--- src/rtl/tx_dispatch_pkg.sv ---
// tx_dispatch_pkg: shared frame layout, FSM state and channel-select types.
package tx_dispatch_pkg;

  localparam int unsigned FRAME_W  = 40;
  localparam int unsigned ID_MSB   = 39;
  localparam int unsigned ID_LSB   = 32;
  localparam logic [7:0]  ID_BCAST = 8'hFF;

  typedef enum logic [1:0] {
    StIdle,
    StGuard,
    StWait
  } state_e;

  typedef enum logic [1:0] {
    Ch01,
    Ch02,
    ChBoth
  } ch_e;

  // Saturating add of a small increment onto an 8-bit counter.
  function automatic logic [7:0] sat_add8(input logic [7:0] a, input logic [1:0] b);
    logic [8:0] s;
    s = {1'b0, a} + {7'b0, b};
    return s[8] ? 8'hFF : s[7:0];
  endfunction

endpackage

--- src/rtl/tx_dispatch_fifo.sv ---
// tx_dispatch_fifo: synchronous first-word-fall-through FIFO of command frames.
// Callers gate wr_en with !full and rd_en with !empty.
module tx_dispatch_fifo
  import tx_dispatch_pkg::*;
#(
  parameter int unsigned DEPTH = 4,
  localparam int unsigned AW = (DEPTH > 1) ? $clog2(DEPTH) : 1,
  localparam int unsigned CW = AW + 1
) (
  input  logic               clk,
  input  logic               rst,
  input  logic               wr_en,
  input  logic [FRAME_W-1:0] wr_d,
  input  logic               rd_en,
  output logic [FRAME_W-1:0] rd_d,
  output logic [CW-1:0]      count
);

  logic [FRAME_W-1:0] mem_q [DEPTH];
  logic [AW-1:0]      wr_ptr_q, rd_ptr_q;
  logic [CW-1:0]      count_q;

  assign rd_d  = mem_q[rd_ptr_q];
  assign count = count_q;

  // Storage array; data needs no reset since count gates visibility.
  always_ff @(posedge clk) begin
    if (wr_en) begin
      mem_q[wr_ptr_q] <= wr_d;
    end
  end

  // Pointers and occupancy; DEPTH is a power of two so pointers wrap naturally.
  always_ff @(posedge clk) begin
    if (rst) begin
      wr_ptr_q <= '0;
      rd_ptr_q <= '0;
      count_q  <= '0;
    end else begin
      if (wr_en) wr_ptr_q <= wr_ptr_q + AW'(1);
      if (rd_en) rd_ptr_q <= rd_ptr_q + AW'(1);
      unique case ({wr_en, rd_en})
        2'b10:   count_q <= count_q + CW'(1);
        2'b01:   count_q <= count_q - CW'(1);
        default: count_q <= count_q;
      endcase
    end
  end

endmodule

--- src/rtl/tx_dispatch.sv ---
// tx_dispatch: buffers command frames and routes each, in order, to the UART TX
// selected by its destination ID byte. Build option TX_DISPATCH_BCAST_EN turns
// ID 8'hFF into a broadcast to both channels; otherwise 8'hFF is dropped.
module tx_dispatch
  import tx_dispatch_pkg::*;
#(
  parameter int unsigned DEPTH = 4,
  parameter logic [7:0]  ID01  = 8'h01,
  parameter logic [7:0]  ID02  = 8'h02
) (
  input  logic        sys_clk,
  input  logic        sys_rst,
  input  logic        reg_f,
  input  logic [39:0] reg_d,
  output logic        reg_full,
  output logic        id01_f,
  output logic [39:0] id01_d,
  input  logic        id01_busy,
  output logic        id02_f,
  output logic [39:0] id02_d,
  input  logic        id02_busy,
  output logic [7:0]  drop_cnt
);

  localparam int unsigned CW = ((DEPTH > 1) ? $clog2(DEPTH) : 1) + 1;

  logic [CW-1:0]      count, count_nx;
  logic [FRAME_W-1:0] head;
  logic [7:0]         head_id;
  logic               full, empty, wr_en, wr_drop;
  logic               go01, go02, go_both, unk_drop, pop, sel_busy;

  state_e             state_q;
  ch_e                ch_q;
  logic               id01_f_q, id02_f_q, full_q;
  logic [FRAME_W-1:0] id01_d_q, id02_d_q;
  logic [7:0]         drop_q;

  // Full decision uses the registered count; a same-cycle pop frees nothing.
  assign full    = (count == CW'(DEPTH));
  assign empty   = (count == '0);
  assign wr_en   = reg_f & ~full & ~sys_rst;
  assign wr_drop = reg_f & full;
  assign head_id = head[ID_MSB:ID_LSB];

  tx_dispatch_fifo #(
    .DEPTH (DEPTH)
  ) u_fifo (
    .clk   (sys_clk),
    .rst   (sys_rst),
    .wr_en (wr_en),
    .wr_d  (reg_d),
    .rd_en (pop),
    .rd_d  (head),
    .count (count)
  );

  // Head-of-queue decode: dispatch when the target is free, drop unknown IDs.
  always_comb begin
    go01     = 1'b0;
    go02     = 1'b0;
    go_both  = 1'b0;
    unk_drop = 1'b0;
    if (state_q == StIdle && !empty) begin
      if (head_id == ID01) begin
        go01 = ~id01_busy;
      end else if (head_id == ID02) begin
        go02 = ~id02_busy;
`ifdef TX_DISPATCH_BCAST_EN
      end else if (head_id == ID_BCAST) begin
        go_both = ~id01_busy & ~id02_busy;
`endif
      end else begin
        unk_drop = 1'b1;
      end
    end
    pop = go01 | go02 | go_both | unk_drop;
  end

  // Busy of whichever channel(s) the last dispatch went to.
  always_comb begin
    sel_busy = 1'b0;
    unique case (ch_q)
      Ch01:    sel_busy = id01_busy;
      Ch02:    sel_busy = id02_busy;
      default: sel_busy = id01_busy | id02_busy;
    endcase
  end

  // Occupancy after this cycle, used to register the full flag.
  always_comb begin
    count_nx = count + CW'(wr_en) - CW'(pop);
  end

  // Dispatch FSM with registered start pulses, frame outputs and status.
  always_ff @(posedge sys_clk) begin
    if (sys_rst) begin
      state_q  <= StIdle;
      ch_q     <= Ch01;
      id01_f_q <= 1'b0;
      id02_f_q <= 1'b0;
      id01_d_q <= '0;
      id02_d_q <= '0;
      full_q   <= 1'b0;
      drop_q   <= '0;
    end else begin
      id01_f_q <= go01 | go_both;
      id02_f_q <= go02 | go_both;
      if (go01 | go_both) id01_d_q <= head;
      if (go02 | go_both) id02_d_q <= head;
      full_q <= (count_nx == CW'(DEPTH));
      drop_q <= sat_add8(drop_q, {1'b0, wr_drop} + {1'b0, unk_drop});
      unique case (state_q)
        StIdle: begin
          if (go01 | go02 | go_both) begin
            state_q <= StGuard;
            ch_q    <= go_both ? ChBoth : (go02 ? Ch02 : Ch01);
          end
        end
        // One cycle for the TX to raise busy before it is looked at.
        StGuard: state_q <= StWait;
        StWait: begin
          if (!sel_busy) state_q <= StIdle;
        end
        default: state_q <= StIdle;
      endcase
    end
  end

  assign id01_f   = id01_f_q;
  assign id02_f   = id02_f_q;
  assign id01_d   = id01_d_q;
  assign id02_d   = id02_d_q;
  assign reg_full = full_q;
  assign drop_cnt = drop_q;

endmodule

--- config.mk ---
export PLATFORM = sky130hd
export DESIGN_NAME = tx_dispatch
export DESIGN_NICKNAME = d
export VERILOG_FILES = /design/src/rtl/tx_dispatch_pkg.sv /design/src/rtl/tx_dispatch_fifo.sv /design/src/rtl/tx_dispatch.sv
export SDC_FILE = /design/constraint.sdc
export NUM_CORES = 1
export LEC_CHECK = 0
export CAP_MARGIN = 10
export CORE_ASPECT_RATIO = 0.5
export CORE_MARGIN = 3
export CORE_UTILIZATION = 49
export DETAILED_ROUTE_END_ITERATION = 10
export PLACE_DENSITY = 0.86
export RECOVER_POWER = 25
export REMOVE_ABC_BUFFERS = 1
export SLEW_MARGIN = 15
export SYNTH_ARGS = -nofsm -noshare
export SYNTH_HDL_FRONTEND = slang
export SYNTH_SLANG_ARGS = --single-unit
--- constraint.sdc ---
create_clock -name sys_clk -period 3.1 [get_ports sys_clk]
set_clock_uncertainty 0.2 [all_clocks]
set_input_delay 0.775 -clock sys_clk [delete_from_list [all_inputs] [get_ports sys_clk]]
set_output_delay 0.775 -clock sys_clk [all_outputs]
set_load 0.03 [all_outputs]
==> summary.md <==
| Metric | Value |
|---|---|
| Outcome | `finished with violations` |
| Violated checks | `negative setup slack` |
| Final critical-path share of the clock period | `1.002` |
| Area growth, synth to finish | `25.17%` |
| Wire length of the first global-routing pass | `35,260 um` |
| Worst ir drop on vdd | `~0.00036 V` |
| Final critical-path required period | `about 3100 ps` |
| Clock-pin slew on the worst setup and hold paths | `70 ps` |
| PortBufs | `135` |
| Post-synthesis average cell area | `approximately 14 sq um` |
| Clock tree buffer depth | `3` |
| TritonCTS clock tree | `yes` |
| Number of pins with negative max-slew slack in the final report | `0` |
| Number of clock buffers inserted by TritonCTS | `24` |
| Switching power | `between 2 and 2.5 mW` |
| Required arrival time at the worst endpoint | `~3300 ps` |
| Data arrival time at the worst-slack endpoint | `3330 ps` |
| Leakage power of the design | `approximately 4.2 nW` |
| Number of cells produced by synthesis | `roughly 700` |
| Worst setup slack after layout | `-5.170 ps` |
| Number of cells after detailed placement | `~1,100` |
| Internal power contribution | `around 6.2 mW` |
| Class of the tightest hold or removal check | `reg2reg` |
| Floorplan die height | `107.4 um` |
| Clock network latency to the later pin of the worst-skew pair | `around 510 ps` |
| Power after layout | `8.390 mW` |
| Worst-margin pin slew | `804.0 ps` |
| Total global routing track utilization | `0.1975` |
| Post-DP HPWL | `13,340 um` |
| Total setup violations reported at the end of the flow | `1` |
| Post-route antenna net violation count | `0` |
| RSZ-0062 raised after global routing | `true` |
| Seq cells post-synth | `about 260` |
| Avg WL per Cell | `a little under 20 um` |
| Number of buffers added to fix hold violations after cts | `0` |
| Maximum level of the CTS H-tree | `1` |
| Total detailed-routing wirelength | `between 20,000 and 25,000 um` |
| Crit. End Element | `register` |
| Netlist area before placement | `approximately 10,000 sq um` |
| Drt via density | `approximately 5.5` |
| Maximum fanout along the worst path | `5` |
| Weighted congestion reported at the end of routability-driven placement | `0.7732` |
| Die W | `about 210 um` |
| Worst max-slew margin expressed relative to the limit | `0.4640` |
| Post-route DRC violation count | `0` |
| Global route total overflow | `0` |
| Net count of the finished layout | `roughly 900` |
| Finished Layout Cells | `between 1,000 and 1,500` |
| Maximum clock frequency | `between 300 and 400 MHz` |
| Initial DRC count | `around 520` |
| Post-route core utilization | `0.6360` |
| Portion of the post-synthesis area used by sequential elements | `0.6819` |
| Part of the total power dissipated in combinational logic | `0.185` |
| Synth cell types | `42` |
| Switch share | `0.2585` |
| Io pins | `136` |
| Pin count of the biggest net entering global routing | `79` |
| Clk sinks | `roughly 260` |
| Maximum Capacitance Violations | `0` |
| Sequential share of power | `0.474` |
| Die Outline Area | `~22,000 sq um` |
| Number of antenna violations at the first check in global routing | `4` |
| Fraction of layout instances using a drive strength above 1 | `0.1373` |
| Via count of the first global-routing pass | `roughly 6,600` |
| TritonRoute pass-1 iters | `5` |
| Rows | `36` |
| Placeable core area | `just under 20,000 sq um` |
| Total number of yosys warnings | `0` |
| Total via count in the routed design | `around 6,300` |
| Initial core utilization | `0.5081` |
| Clk network pwr share | `0.341` |
| Category of the most critical setup path | `reg2reg` |
| Total power divided by cell area | `665.6 nW/um^2` |
| Number of endpoints with negative hold slack in the final report | `0` |
| Critical Path Start Type | `register` |
| Clock tree root driver cell | `sky130_fd_sc_hd__clkbuf_16` |
## flip-flops by register name, summed over array words and instances (netlist names), 2 cells and up, named ones only
| signal | count |
|---|---|
| u_fifo.count | 3 |
| id02_d | 40 |
| state_q | 2 |
| u_fifo.rd_ptr_q | 2 |
| drop_cnt | 8 |
| u_fifo.mem_q | 160 |
| u_fifo.wr_ptr_q | 2 |
| id01_d | 40 |
## area by class of cell
class / count / area [sq um]
clock buffer: 36 / 685.7
inverter: 14 / 52.55
antenna: 3 / 7.507
clock inverter: 8 / 77.57
fill: 1372 / 7214
tap: 266 / 332.8
timing repair buffer: 163 / 1609
multi-input combinational: 383 / 2968
sequential: 263 / 6872
## cell usage in the layout, fill, tap and decap left out, drive strengths merged, types with 5 or more instances in the layout
master / Yosys / routed
dlygate4sd3: 0 / 33
o21ai: 130 / 130
clkdlybuf4s50: 0 / 101
dfxtp: 103 / 103
and3b: 14 / 14
a21oi: 15 / 15
edfxtp: 160 / 160
clkbuf: 30 / 36
ha: 7 / 7
nand2: 9 / 9
nor3: 6 / 6
xor2: 6 / 6
nand3: 5 / 5
inv: 14 / 16
clkinv: 0 / 5
nor2: 17 / 17
nor2b: 65 / 65
mux4: 35 / 35
buf: 16 / 29
nand2b: 34 / 34
## final timing paths
path / end / slack (ps) / start / cells past startpoint
worst max-delay path: u_fifo.count[2] / -5 / register / 11
worst min-delay path: id02_d[33] / 250 / id02_d[33] / 2
worst max register to register: u_fifo.count[2] / -5 / register / 11
worst min register to register: id02_d[33] / 250 / id02_d[33] / 2
## Yosys cell counts
cell type / number / area (sq um)
sky130_fd_sc_hd__and4_1: 1 / 8.760
sky130_fd_sc_hd__nor2b_1: 65 / 406.6
sky130_fd_sc_hd__o211ai_2: 1 / 12.51
sky130_fd_sc_hd__o21ai_0: 62 / 310.3
sky130_fd_sc_hd__buf_6: 8 / 90.09
sky130_fd_sc_hd__o311ai_0: 2 / 17.52
sky130_fd_sc_hd__and4b_1: 1 / 10.01
sky130_fd_sc_hd__nand3_1: 5 / 25.02
sky130_fd_sc_hd__o22ai_1: 1 / 6.260
sky130_fd_sc_hd__xnor2_1: 4 / 35.03
sky130_fd_sc_hd__inv_1: 14 / 52.55
sky130_fd_sc_hd__nor3_1: 6 / 30.03
sky130_fd_sc_hd__buf_2: 8 / 40.04
sky130_fd_sc_hd__nor3b_1: 2 / 15.01
sky130_fd_sc_hd__a2bb2oi_1: 1 / 8.760
sky130_fd_sc_hd__ha_1: 7 / 87.58
sky130_fd_sc_hd__edfxtp_1: 160 / 4805
sky130_fd_sc_hd__mux4_2: 35 / 788.3
sky130_fd_sc_hd__and3b_1: 14 / 122.6
sky130_fd_sc_hd__fa_1: 3 / 60.06
sky130_fd_sc_hd__mux2i_1: 1 / 10.01
sky130_fd_sc_hd__or2_4: 2 / 17.52
sky130_fd_sc_hd__or3_1: 2 / 12.51
sky130_fd_sc_hd__nor4b_1: 2 / 17.52
sky130_fd_sc_hd__a22o_1: 1 / 8.760
sky130_fd_sc_hd__dfxtp_1: 103 / 2062
sky130_fd_sc_hd__a21oi_1: 13 / 65.06
sky130_fd_sc_hd__nand4_1: 2 / 12.51
sky130_fd_sc_hd__or4_1: 3 / 22.52
sky130_fd_sc_hd__o211ai_1: 1 / 7.510
sky130_fd_sc_hd__clkbuf_1: 30 / 112.6
sky130_fd_sc_hd__nand2_1: 9 / 33.78
sky130_fd_sc_hd__nor2_1: 17 / 63.81
sky130_fd_sc_hd__or3b_1: 2 / 17.52
sky130_fd_sc_hd__a211oi_1: 1 / 7.510
sky130_fd_sc_hd__nand2b_1: 34 / 212.7
sky130_fd_sc_hd__a31oi_1: 1 / 6.260
sky130_fd_sc_hd__and2_1: 4 / 25.02
sky130_fd_sc_hd__nor4_1: 2 / 12.51
sky130_fd_sc_hd__xor2_1: 6 / 52.55
sky130_fd_sc_hd__o21ai_1: 68 / 340.3
sky130_fd_sc_hd__a21oi_2: 2 / 17.52
## power by group through the flow
stage | clock network [mW] | logic [mW] | registers, mW
floorplan | 0 | 0.826 | 4.17
finish | 2.86 | 1.55 | 3.98
global route | 3.06 | 1.68 | 3.99
CTS | 2.92 | 1.55 | 3.97
detailed placement | 0 | 1.50 | 4.04
global placement | 0 | 1.44 | 4.03
## critical path, cell delays in order, from the launching register on
cell                      delay (ps)
sky130_fd_sc_hd__dfxtp_4         380
sky130_fd_sc_hd__mux4_2          550
sky130_fd_sc_hd__or3b_4          420
sky130_fd_sc_hd__nand2_2          90
sky130_fd_sc_hd__nor2_1           60
sky130_fd_sc_hd__nor2_1          100
sky130_fd_sc_hd__ha_1            170
sky130_fd_sc_hd__inv_1            90
sky130_fd_sc_hd__fa_2            350
sky130_fd_sc_hd__xor2_1          150
sky130_fd_sc_hd__or3_1           320
sky130_fd_sc_hd__a21oi_1         140
## what timing repair did
item                                    in CTS  in global routing
endpoints found under the setup margin       9                 10
pin swaps                                    5                  0
setup buffers                                1                  2
resized for setup                            9                  4
endpoints found under the hold margin        0                  0
## per-stage QoR
stage	hold WS (ps)	area, sq um	TNS, ps	setup slack [ps]
after floorplan	260.8	9827	-99970	-1791
after global placement	240.0	11760	-356.6	-185.8
after detailed placement	245.2	11760	-708.8	-319.4
after CTS	257.0	12560	-41.44	-41.44
after global routing	283.2	12600	-214.5	-114.6
final	252.0	12600	-5.170	-5.170
## logic make-up after synthesis
| kind of cell | after synthesis | share of synthesized area |
|---|---|---|
| AO/OA/AOI/OAI | 154 | 0.08027 |
| XOR/XNOR | 10 | 0.008697 |
| AND/OR/NAND/NOR | 173 | 0.1059 |
| adder cells (fa/ha/maj) | 10 | 0.01466 |
| flip-flops | 263 | 0.6819 |
| buffers and inverters | 60 | 0.02932 |
| multiplexers | 36 | 0.07927 |
## routing by layer
layer	track usage	share of wire
met1	0.2500	0.41
met2	0.3481	0.51
met3	0.03872	0.059
met4	0.06205	0.025
met5	0	0.00031
No activity file was read; power rests on OpenSTA's default activity.
